==> src/rtl/decode_stage.sv <==
// RV32I decode: IF/ID register, decoder, 32x32 regfile, registered ID/EX bundle; pc_in reaches ex_* two cycles later.
// A load-use dependence raises hazard: fetch holds, IF/ID holds, ID/EX bubbles. Optional macro DECODE_WB_BYPASS_EN: write-first regfile reads.
module decode_stage #(
  parameter logic [31:0] NOP_INSTR = 32'h0000_0013
) (
  input  logic        clk,
  input  logic        reset_n,
  input  logic [31:0] pc_in,
  input  logic [31:0] instr_in,
  input  logic        flush,
  input  logic        wb_we,
  input  logic [4:0]  wb_rd,
  input  logic [31:0] wb_data,
  output logic        hazard,
  output logic        ex_valid,
  output logic [31:0] ex_pc,
  output logic [31:0] ex_rs1_data,
  output logic [31:0] ex_rs2_data,
  output logic [31:0] ex_imm,
  output logic [4:0]  ex_rs1,
  output logic [4:0]  ex_rs2,
  output logic [4:0]  ex_rd,
  output logic [3:0]  ex_alu_op,
  output logic        ex_alu_src,
  output logic        ex_mem_read,
  output logic        ex_mem_write,
  output logic        ex_reg_write,
  output logic        ex_mem_to_reg,
  output logic        ex_branch,
  output logic        ex_jump,
  output logic        ex_illegal
);

  localparam logic [6:0] OPC_LUI    = 7'b0110111;
  localparam logic [6:0] OPC_AUIPC  = 7'b0010111;
  localparam logic [6:0] OPC_JAL    = 7'b1101111;
  localparam logic [6:0] OPC_JALR   = 7'b1100111;
  localparam logic [6:0] OPC_BRANCH = 7'b1100011;
  localparam logic [6:0] OPC_LOAD   = 7'b0000011;
  localparam logic [6:0] OPC_STORE  = 7'b0100011;
  localparam logic [6:0] OPC_OPIMM  = 7'b0010011;
  localparam logic [6:0] OPC_OP     = 7'b0110011;
  localparam logic [6:0] OPC_FENCE  = 7'b0001111;

  localparam logic [3:0] ALU_ADD   = 4'd0;
  localparam logic [3:0] ALU_SUB   = 4'd1;
  localparam logic [3:0] ALU_SLL   = 4'd2;
  localparam logic [3:0] ALU_SLT   = 4'd3;
  localparam logic [3:0] ALU_SLTU  = 4'd4;
  localparam logic [3:0] ALU_XOR   = 4'd5;
  localparam logic [3:0] ALU_SRL   = 4'd6;
  localparam logic [3:0] ALU_SRA   = 4'd7;
  localparam logic [3:0] ALU_OR    = 4'd8;
  localparam logic [3:0] ALU_AND   = 4'd9;
  localparam logic [3:0] ALU_PASSB = 4'd10;

  typedef struct packed {
    logic        valid;
    logic [31:0] pc;
    logic [31:0] rs1_data;
    logic [31:0] rs2_data;
    logic [31:0] imm;
    logic [4:0]  rs1;
    logic [4:0]  rs2;
    logic [4:0]  rd;
    logic [3:0]  alu_op;
    logic        alu_src;
    logic        mem_read;
    logic        mem_write;
    logic        reg_write;
    logic        mem_to_reg;
    logic        branch;
    logic        jump;
    logic        illegal;
  } idex_t;

  logic [31:0] id_pc_q, id_pc_d;
  logic [31:0] id_instr_q, id_instr_d;
  logic        id_valid_q, id_valid_d;
  idex_t       ex_q, ex_d, dec;
  logic [31:0] regs_q [32];

  logic        use_rs1, use_rs2;
  logic [6:0]  opcode;
  logic [2:0]  funct3;
  logic [4:0]  rs1_f, rs2_f, rd_f;
  logic [31:0] imm_i, imm_s, imm_b, imm_u, imm_j;

  assign opcode = id_instr_q[6:0];
  assign funct3 = id_instr_q[14:12];
  assign rs1_f  = id_instr_q[19:15];
  assign rs2_f  = id_instr_q[24:20];
  assign rd_f   = id_instr_q[11:7];

  assign imm_i = {{20{id_instr_q[31]}}, id_instr_q[31:20]};
  assign imm_s = {{20{id_instr_q[31]}}, id_instr_q[31:25], id_instr_q[11:7]};
  assign imm_b = {{19{id_instr_q[31]}}, id_instr_q[31], id_instr_q[7], id_instr_q[30:25], id_instr_q[11:8], 1'b0};
  assign imm_u = {id_instr_q[31:12], 12'h000};
  assign imm_j = {{11{id_instr_q[31]}}, id_instr_q[31], id_instr_q[19:12], id_instr_q[20], id_instr_q[30:21], 1'b0};

  // instr[30] is an immediate bit for ADDI, so it only selects SUB on register-register ops.
  function automatic logic [3:0] alu_sel(input logic [2:0] f3, input logic alt, input logic is_op);
    case (f3)
      3'b000:  alu_sel = (alt && is_op) ? ALU_SUB : ALU_ADD;
      3'b001:  alu_sel = ALU_SLL;
      3'b010:  alu_sel = ALU_SLT;
      3'b011:  alu_sel = ALU_SLTU;
      3'b100:  alu_sel = ALU_XOR;
      3'b101:  alu_sel = alt ? ALU_SRA : ALU_SRL;
      3'b110:  alu_sel = ALU_OR;
      default: alu_sel = ALU_AND;
    endcase
  endfunction

  function automatic logic [31:0] rf_read(input logic [4:0] idx);
`ifdef DECODE_WB_BYPASS_EN
    if (idx == 5'd0)                    rf_read = 32'h0;
    else if (wb_we && (wb_rd == idx))   rf_read = wb_data;
    else                                rf_read = regs_q[idx];
`else
    rf_read = (idx == 5'd0) ? 32'h0 : regs_q[idx];
`endif
  endfunction

  always_comb begin
    dec     = '0;
    use_rs1 = 1'b0;
    use_rs2 = 1'b0;
    case (opcode)
      OPC_LUI:    begin dec.imm = imm_u; dec.alu_op = ALU_PASSB; dec.alu_src = 1'b1; dec.reg_write = 1'b1; end
      OPC_AUIPC:  begin dec.imm = imm_u; dec.alu_src = 1'b1; dec.reg_write = 1'b1; end
      OPC_JAL:    begin dec.imm = imm_j; dec.alu_src = 1'b1; dec.reg_write = 1'b1; dec.jump = 1'b1; end
      OPC_JALR: begin
        dec.imm = imm_i; dec.alu_src = 1'b1; dec.reg_write = 1'b1; dec.jump = 1'b1;
        use_rs1 = 1'b1;
      end
      OPC_BRANCH: begin
        dec.imm = imm_b; dec.alu_op = ALU_SUB; dec.branch = 1'b1;
        use_rs1 = 1'b1; use_rs2 = 1'b1;
      end
      OPC_LOAD: begin
        dec.imm = imm_i; dec.alu_src = 1'b1; dec.mem_read = 1'b1;
        dec.reg_write = 1'b1; dec.mem_to_reg = 1'b1;
        use_rs1 = 1'b1;
      end
      OPC_STORE: begin
        dec.imm = imm_s; dec.alu_src = 1'b1; dec.mem_write = 1'b1;
        use_rs1 = 1'b1; use_rs2 = 1'b1;
      end
      OPC_OPIMM: begin
        dec.imm       = (funct3[1:0] == 2'b01) ? {27'h0, id_instr_q[24:20]} : imm_i;
        dec.alu_op    = alu_sel(funct3, id_instr_q[30], 1'b0);
        dec.alu_src   = 1'b1;
        dec.reg_write = 1'b1;
        use_rs1       = 1'b1;
      end
      OPC_OP: begin
        dec.alu_op    = alu_sel(funct3, id_instr_q[30], 1'b1);
        dec.reg_write = 1'b1;
        use_rs1 = 1'b1; use_rs2 = 1'b1;
      end
      OPC_FENCE:  ;
      default:    dec.illegal = 1'b1;
    endcase
    dec.valid    = id_valid_q;
    dec.pc       = id_pc_q;
    dec.rd       = dec.reg_write ? rd_f : 5'd0;
    dec.rs1      = use_rs1 ? rs1_f : 5'd0;
    dec.rs2      = use_rs2 ? rs2_f : 5'd0;
    dec.rs1_data = rf_read(dec.rs1);
    dec.rs2_data = rf_read(dec.rs2);
  end

  assign hazard = ex_q.valid && ex_q.mem_read && (ex_q.rd != 5'd0) &&
                  ((use_rs1 && (ex_q.rd == rs1_f)) || (use_rs2 && (ex_q.rd == rs2_f))) &&
                  !flush;

  always_comb begin
    id_pc_d    = pc_in;
    id_instr_d = instr_in;
    id_valid_d = 1'b1;
    if (flush) begin
      id_pc_d    = 32'h0;
      id_instr_d = NOP_INSTR;
      id_valid_d = 1'b0;
    end else if (hazard) begin
      id_pc_d    = id_pc_q;
      id_instr_d = id_instr_q;
      id_valid_d = id_valid_q;
    end
    ex_d = (flush || hazard || !id_valid_q) ? '0 : dec;
  end

  always_ff @(posedge clk) begin
    if (!reset_n) begin
      id_pc_q    <= 32'h0;
      id_instr_q <= NOP_INSTR;
      id_valid_q <= 1'b0;
      ex_q       <= '0;
    end else begin
      id_pc_q    <= id_pc_d;
      id_instr_q <= id_instr_d;
      id_valid_q <= id_valid_d;
      ex_q       <= ex_d;
    end
  end

  // Architectural state survives reset; software initialises it.
  always_ff @(posedge clk) begin
    if (wb_we && (wb_rd != 5'd0)) regs_q[wb_rd] <= wb_data;
  end

  assign ex_valid      = ex_q.valid;
  assign ex_pc         = ex_q.pc;
  assign ex_rs1_data   = ex_q.rs1_data;
  assign ex_rs2_data   = ex_q.rs2_data;
  assign ex_imm        = ex_q.imm;
  assign ex_rs1        = ex_q.rs1;
  assign ex_rs2        = ex_q.rs2;
  assign ex_rd         = ex_q.rd;
  assign ex_alu_op     = ex_q.alu_op;
  assign ex_alu_src    = ex_q.alu_src;
  assign ex_mem_read   = ex_q.mem_read;
  assign ex_mem_write  = ex_q.mem_write;
  assign ex_reg_write  = ex_q.reg_write;
  assign ex_mem_to_reg = ex_q.mem_to_reg;
  assign ex_branch     = ex_q.branch;
  assign ex_jump       = ex_q.jump;
  assign ex_illegal    = ex_q.illegal;

endmodule

==> config.mk <==
export PLATFORM = sky130hd
export DESIGN_NAME = decode_stage
export DESIGN_NICKNAME = d
export VERILOG_FILES = /design/src/rtl/decode_stage.sv
export SDC_FILE = /design/constraint.sdc
export NUM_CORES = 2
export LEC_CHECK = 0
export BUFFER_PORTS_ARGS = -buffer_cell sky130_fd_sc_hd__buf_2
export CAP_MARGIN = 20
export CELL_PAD_IN_SITES_DETAIL_PLACEMENT = 0
export CELL_PAD_IN_SITES_GLOBAL_PLACEMENT = 1
export CORE_ASPECT_RATIO = 1.25
export CORE_MARGIN = 3
export CORE_UTILIZATION = 40
export DETAILED_ROUTE_END_ITERATION = 10
export PLACE_DENSITY_LB_ADDON = 0.05
export SYNTH_ARGS = -nofsm -noshare
export SYNTH_HDL_FRONTEND = slang
export SYNTH_SLANG_ARGS = --single-unit
==> constraint.sdc <==
create_clock -name clk -period 3.1 [get_ports clk]
set_input_delay 0 -clock clk [delete_from_list [all_inputs] [get_ports clk]]
set_output_delay 0 -clock clk [all_outputs]
set_load 0.05 [all_outputs]
* Word level (Yosys, flattened, before mapping)
Memories as Yosys holds them, arrays and structs flattened. A register that Yosys moved wholly into a read port is not among the register bits. Index checks and enable logic that the tools add are counted.
Operators by class: eq/ne operators 19, $add $sub $neg 0, muxes and demuxes 20, multiply operators 0, $lt $le $gt $ge 0, bitwise gates (word level) 2, reduce and logical (&&, ||, !) cells 30, divide/modulo/power cells 0, shift-type cells 0
Operators with widths (number):
- $pmux 32 s6 | 1
- $pmux 4 s7 | 2
- $mux 32 | 1
- $eq 7x6->1 const B | 3
- $eq 7x7->1 const B | 3
- $pmux 4 s4 | 1
- $eq 7x5->1 const B | 2
- $reduce_or 7->1 | 2
- $mux 1 | 13
- $reduce_or 3->1 | 4
- $eq 5x5->1 | 2
- $logic_not 5->1 | 2
- $mux 5 | 2
- $reduce_bool 5->1 | 2
- $reduce_or 10->1 | 1
- $reduce_or 2->1 | 5
- $eq 3x3->1 const B | 3
- $eq 7x2->1 const B | 1
- $eq 7x4->1 const B | 1
- $logic_and 1x1->1 | 7
- $eq 3x2->1 const B | 2
- $reduce_or 6->1 | 1
- $eq 3x1->1 const B | 1
- $logic_not 3->1 | 1
- 4 further kinds | 8
Word-level totals: bits in read-only memories 0, bits in writable memories 1024, register bits 156, bits in latches 0, memories 1
Memories:
- regs_q | words 32, width 32, rd ports 2, clocked after memory_dff 2, wr ports 1, line 81 | logic [31:0] regs_q [32];

* Logic depth before layout (Yosys ltp)
depth in word-level cells 10, gate-level depth with buffers 10, depth with buffers taken out 7

* Worst setup path after synthesis
Ideal clock, no wire load.
path type register to output, from reg id_instr_q[5], to out hazard, slack 0.551 ns, stages on the path, launching flop included 9, data required time 3.100 ns, data arrival time 2.549 ns, path buffers 3, cell sequence dfxtp_1 > a21bo_2 > buf_2 > nor2_2 > nand4_1 > a211o_1 > clkbuf_1 > buf_2 > nor2_1
Between the ends: cells in the longest elaborated chain, start to end 7, elaborated cells on any way between the ends 15
RTL lines:
- from (decl) | line 78 | logic [31:0] id_instr_q, id_instr_d;
- from (signal assigned) | line 202 | id_instr_q <= id_instr_d;
- $eq 7x6->1, or another cell as far along | line 129 | case (opcode)
- $reduce_or 6->1 (no source line) / $reduce_or 3->1 (equally long branches)
- $mux 1 | line 129
- $logic_and 1x1->1 | line 175 | ((use_rs1 && (ex_q.rd == rs1_f)) || (use_rs2 && (ex_q.rd == rs2_f))) &&
- $logic_or 1x1->1 * | line 175
- $logic_and 1x1->1 * | line 174 | assign hazard = ex_q.valid && ex_q.mem_read && (ex_q.rd != 5'd0) &&
- $logic_and 1x1->1 * | line 175
- to (decl) | line 14 | output logic hazard,
Mark *: on every way between the ends. The rest lies on a longest branch, timed or not.

* Final worst setup path
from reg id_instr_q[5], to reg ex_rs2_data[18] (netlist name)
Between the ends: cells in the longest elaborated chain, start to end 10, elaborated cells on any way between the ends 20
RTL lines:
- $eq 7x6->1, or another cell as far along | line 129
- $reduce_or 6->1 (no source line) / $reduce_or 3->1 (equally long branches)
- $mux 1 | line 129
- $logic_and 1x1->1 | line 175
- $logic_or 1x1->1 | line 175
- $logic_and 1x1->1 | line 174
- $logic_and 1x1->1 | line 175
- $logic_or 1x1->1 (2 in a row) | line 191 | ex_d = (flush || hazard || !id_valid_q) ? '0 : dec;
- $reduce_or 3->1 (no source line)
Several ways; a longest one is shown, not always the timed one. A chain may end at the register's enable or synchronous reset.

==> metrics.yaml <==
worstSetupPathType: "flip-flop to flip-flop"
grt_pass1_wl_mm: 346
report.final.hold_viol_count: 0
drt-initial-drc-count: 4959
cts.sink_count: 1244
seq_area_frac_synth: 0.623
synth.most_common_cell: "edfxtp_1"
start_kind: "flip-flop"
crit_fanout: 16
hold_slack_ns: 0.0442
async_flop_share: 0
root_buffer: "clkbuf_16"
clockBufferDepth: 3
routed_wl_mm: 251
vias: 45094
track_usage: 0.338
slew_headroom: 0.301
place.gp.congestion: 0.879
largest_reg_flops: 1024
clkTransAtPathRegs_ns: 0.06
busiest_layer: "met2"
htreeDepth: 4
synth_edf_count: 1024
worst_skew_pair.late_latency_ns: 0.79
fillCellCount: 12223
syn_area_um2: 56400
cp-end-kind: "flip-flop"
synth_top_area_cell: "edfxtp_1"
place_area_um2: 62800
regMostFlops: "regs_q"
grt-ovfl-total: 0
dpl.hpwl_mm: 154
yosys_warnings: 0
drt_drc_violations_left: 0
rows: 153
slew_viol_final: 0
ys_top_cells_by_count: "1024 x edfxtp_1, 555 x nand2_1, 381 x mux2i_1"
die_w_um: 342
worst_pin_slew_ns: 1.05
fin_crit_sh: 0.978
die_h_um: 426
drv_cap: 0
synth_top_cell_area_share: 0.545
drive_gt1_frac: 0.194
dieArea_um2: 146000
antenna_found_initial: 10
cts_tree: "yes"
ff2ff_path_depth: 10
finalCriticalPeriod_ns: 3.03
cts_inserted_buffers: 136
r2r-start: "id_instr_q[5]$_SDFFE_PP0N_"
grt_pass1_vias: 43783
status: "complete, no violations"
required_ns: 3.84
area_delta_synth_final_pct: 22.3
leakage_nw: 24.4
clock.fmax_mhz: 330
hold_class: "input pin to flip-flop"
setup_viol: 0
synth_seq_cells: 1244
via_per_inst: 6.38
io_buffers: 261
syn_inst: 4543
core_um2: 140000
fin_skew_ns: 0.0312
start_util: 0.404
ys.flop_type: "edfxtp_1"
syn_area_per_cell_um2: 12.4
power_density_nw_per_um2: 539
hold_depth: 4
globalRouteMet3Util: 0.0573
dp_worst_setup_slack_ns: -0.124
synth_cell_type_count: 82
ir_worst_vdd_v: 0.000430
wl_per_cell_um: 35.5
first_pass_iters: 5
final_util: 0.495
arrival_ns: 3.77
grt_util_met1: 0.433
ant_nets: 0
r2r_end: "ex_rs2_data[18]$_SDFF_PP0_"
io_pins: 262
grtUsageMet2: 0.552
r2r_slack_ns: 0.07
synth.area.top_cells: "edfxtp_1 54%, dfxtp_1 7.8%, mux2i_1 6.8%"
min_from: "pc_in[4]"
crit_start: "id_instr_q[5]$_SDFFE_PP0N_"
hold_path_end: "id_pc_q[4]$_SDFFE_PP0N_"
fin_area_um2: 69000
grt_max_degree: 80
fin_ws_ns: 0.0680
rsz0062_at_grt: "false"
nets: 5210
## where the power goes
part	internal (mW)	total, mW	switching, mW
logic	0.943	2.83	1.89
registers	18.3	18.5	0.145
clock network	9.19	15.9	6.73
## critical path, cell delays in order (launching register included)
cell and delay (ns):
dfxtp_1 0.46, a21bo_4 0.36, buf_12 0.20, a2111oi_0 0.57
buf_4 0.21, a21oi_1 0.05, o21ai_0 0.18, buf_4 0.15
nor4_1 0.08, a311oi_1 0.51, buf_4 0.19
## kinds of logic (layout without fill, tap and decap cells)
kind of cell           after synthesis  in the layout  share of synthesized area
AND/OR/NAND/NOR                   1126           1126                     0.0920
multiplexers                       472            472                     0.0915
XOR/XNOR                            10             10                    0.00155
buffers and inverters              444           1079                     0.0328
other                                1             36                  0.0000665
flip-flops                        1244           1244                      0.623
AO/OA/AOI/OAI                     1246           1246                      0.159
## per-layer routing
layer,part of all wire,wire (um),up-vias
met2,0.47,117000,2526
met3,0.080,20100,617
met4,0.059,14800,2
li1,-,-,18963
met1,0.39,98600,22986
met5,0.000048,12,-
## how the worst max path moves through the flow
stage / endpoint / slack [ns]
6_report: ex_rs2_data[18]$_SDFF_PP0_ / 0.07
4_1_cts: hazard / 0.02
2_1_floorplan: hazard / 0.55
5_1_grt: ex_rs1_data[5]$_SDFF_PP0_ / 0.002
3_3_place_gp: ex_rs1_data[21]$_SDFF_PP0_ / -0.08
3_5_place_dp: ex_rs1_data[21]$_SDFF_PP0_ / -0.12
## timing repair
item,4_1_cts,5_1_grt
pin swaps,2,0
setup endpoints to repair,2,53
resized for setup,6,7
setup buffers,2,5
hold endpoints to repair,1092,0
hold buffers,180,0
## metrics by stage
stage	total power [mW]	TNS, ns	std cells
6_report	37.2	0	7073
5_1_grt	38.2	0	7070
4_1_cts	37.3	0	7064
3_5_place_dp	21.4	-0.124	6640
3_3_place_gp	21.4	-0.0805	6639
2_1_floorplan	20.0	0	4574
## placed cells by master, fill, tap and decap left out, drive strengths merged, types with 168 or more instances in the layout
master | netlist | final
nand2 | 555 | 555
edfxtp | 1024 | 1024
mux2i | 381 | 381
a211oi | 234 | 234
a21oi | 210 | 210
buf | 175 | 620
nor2 | 168 | 168
clkbuf | 232 | 197
o221ai | 237 | 237
dlygate4sd3 | 0 | 180
dfxtp | 220 | 220
## final cells by class
type | count | area, um2 | share of cell area
antenna | 4 | 10.0 | 0.000145
clock buffer | 197 | 3900 | 0.0565
clock inverter | 45 | 370 | 0.00537
inverter | 37 | 150 | 0.00218
multi-input combinational | 2886 | 20000 | 0.290
sequential | 1244 | 35200 | 0.510
tap | 1860 | 2330 | 0.0337
timing repair buffer | 800 | 7100 | 0.103
Power figures use the tool's default switching activity.
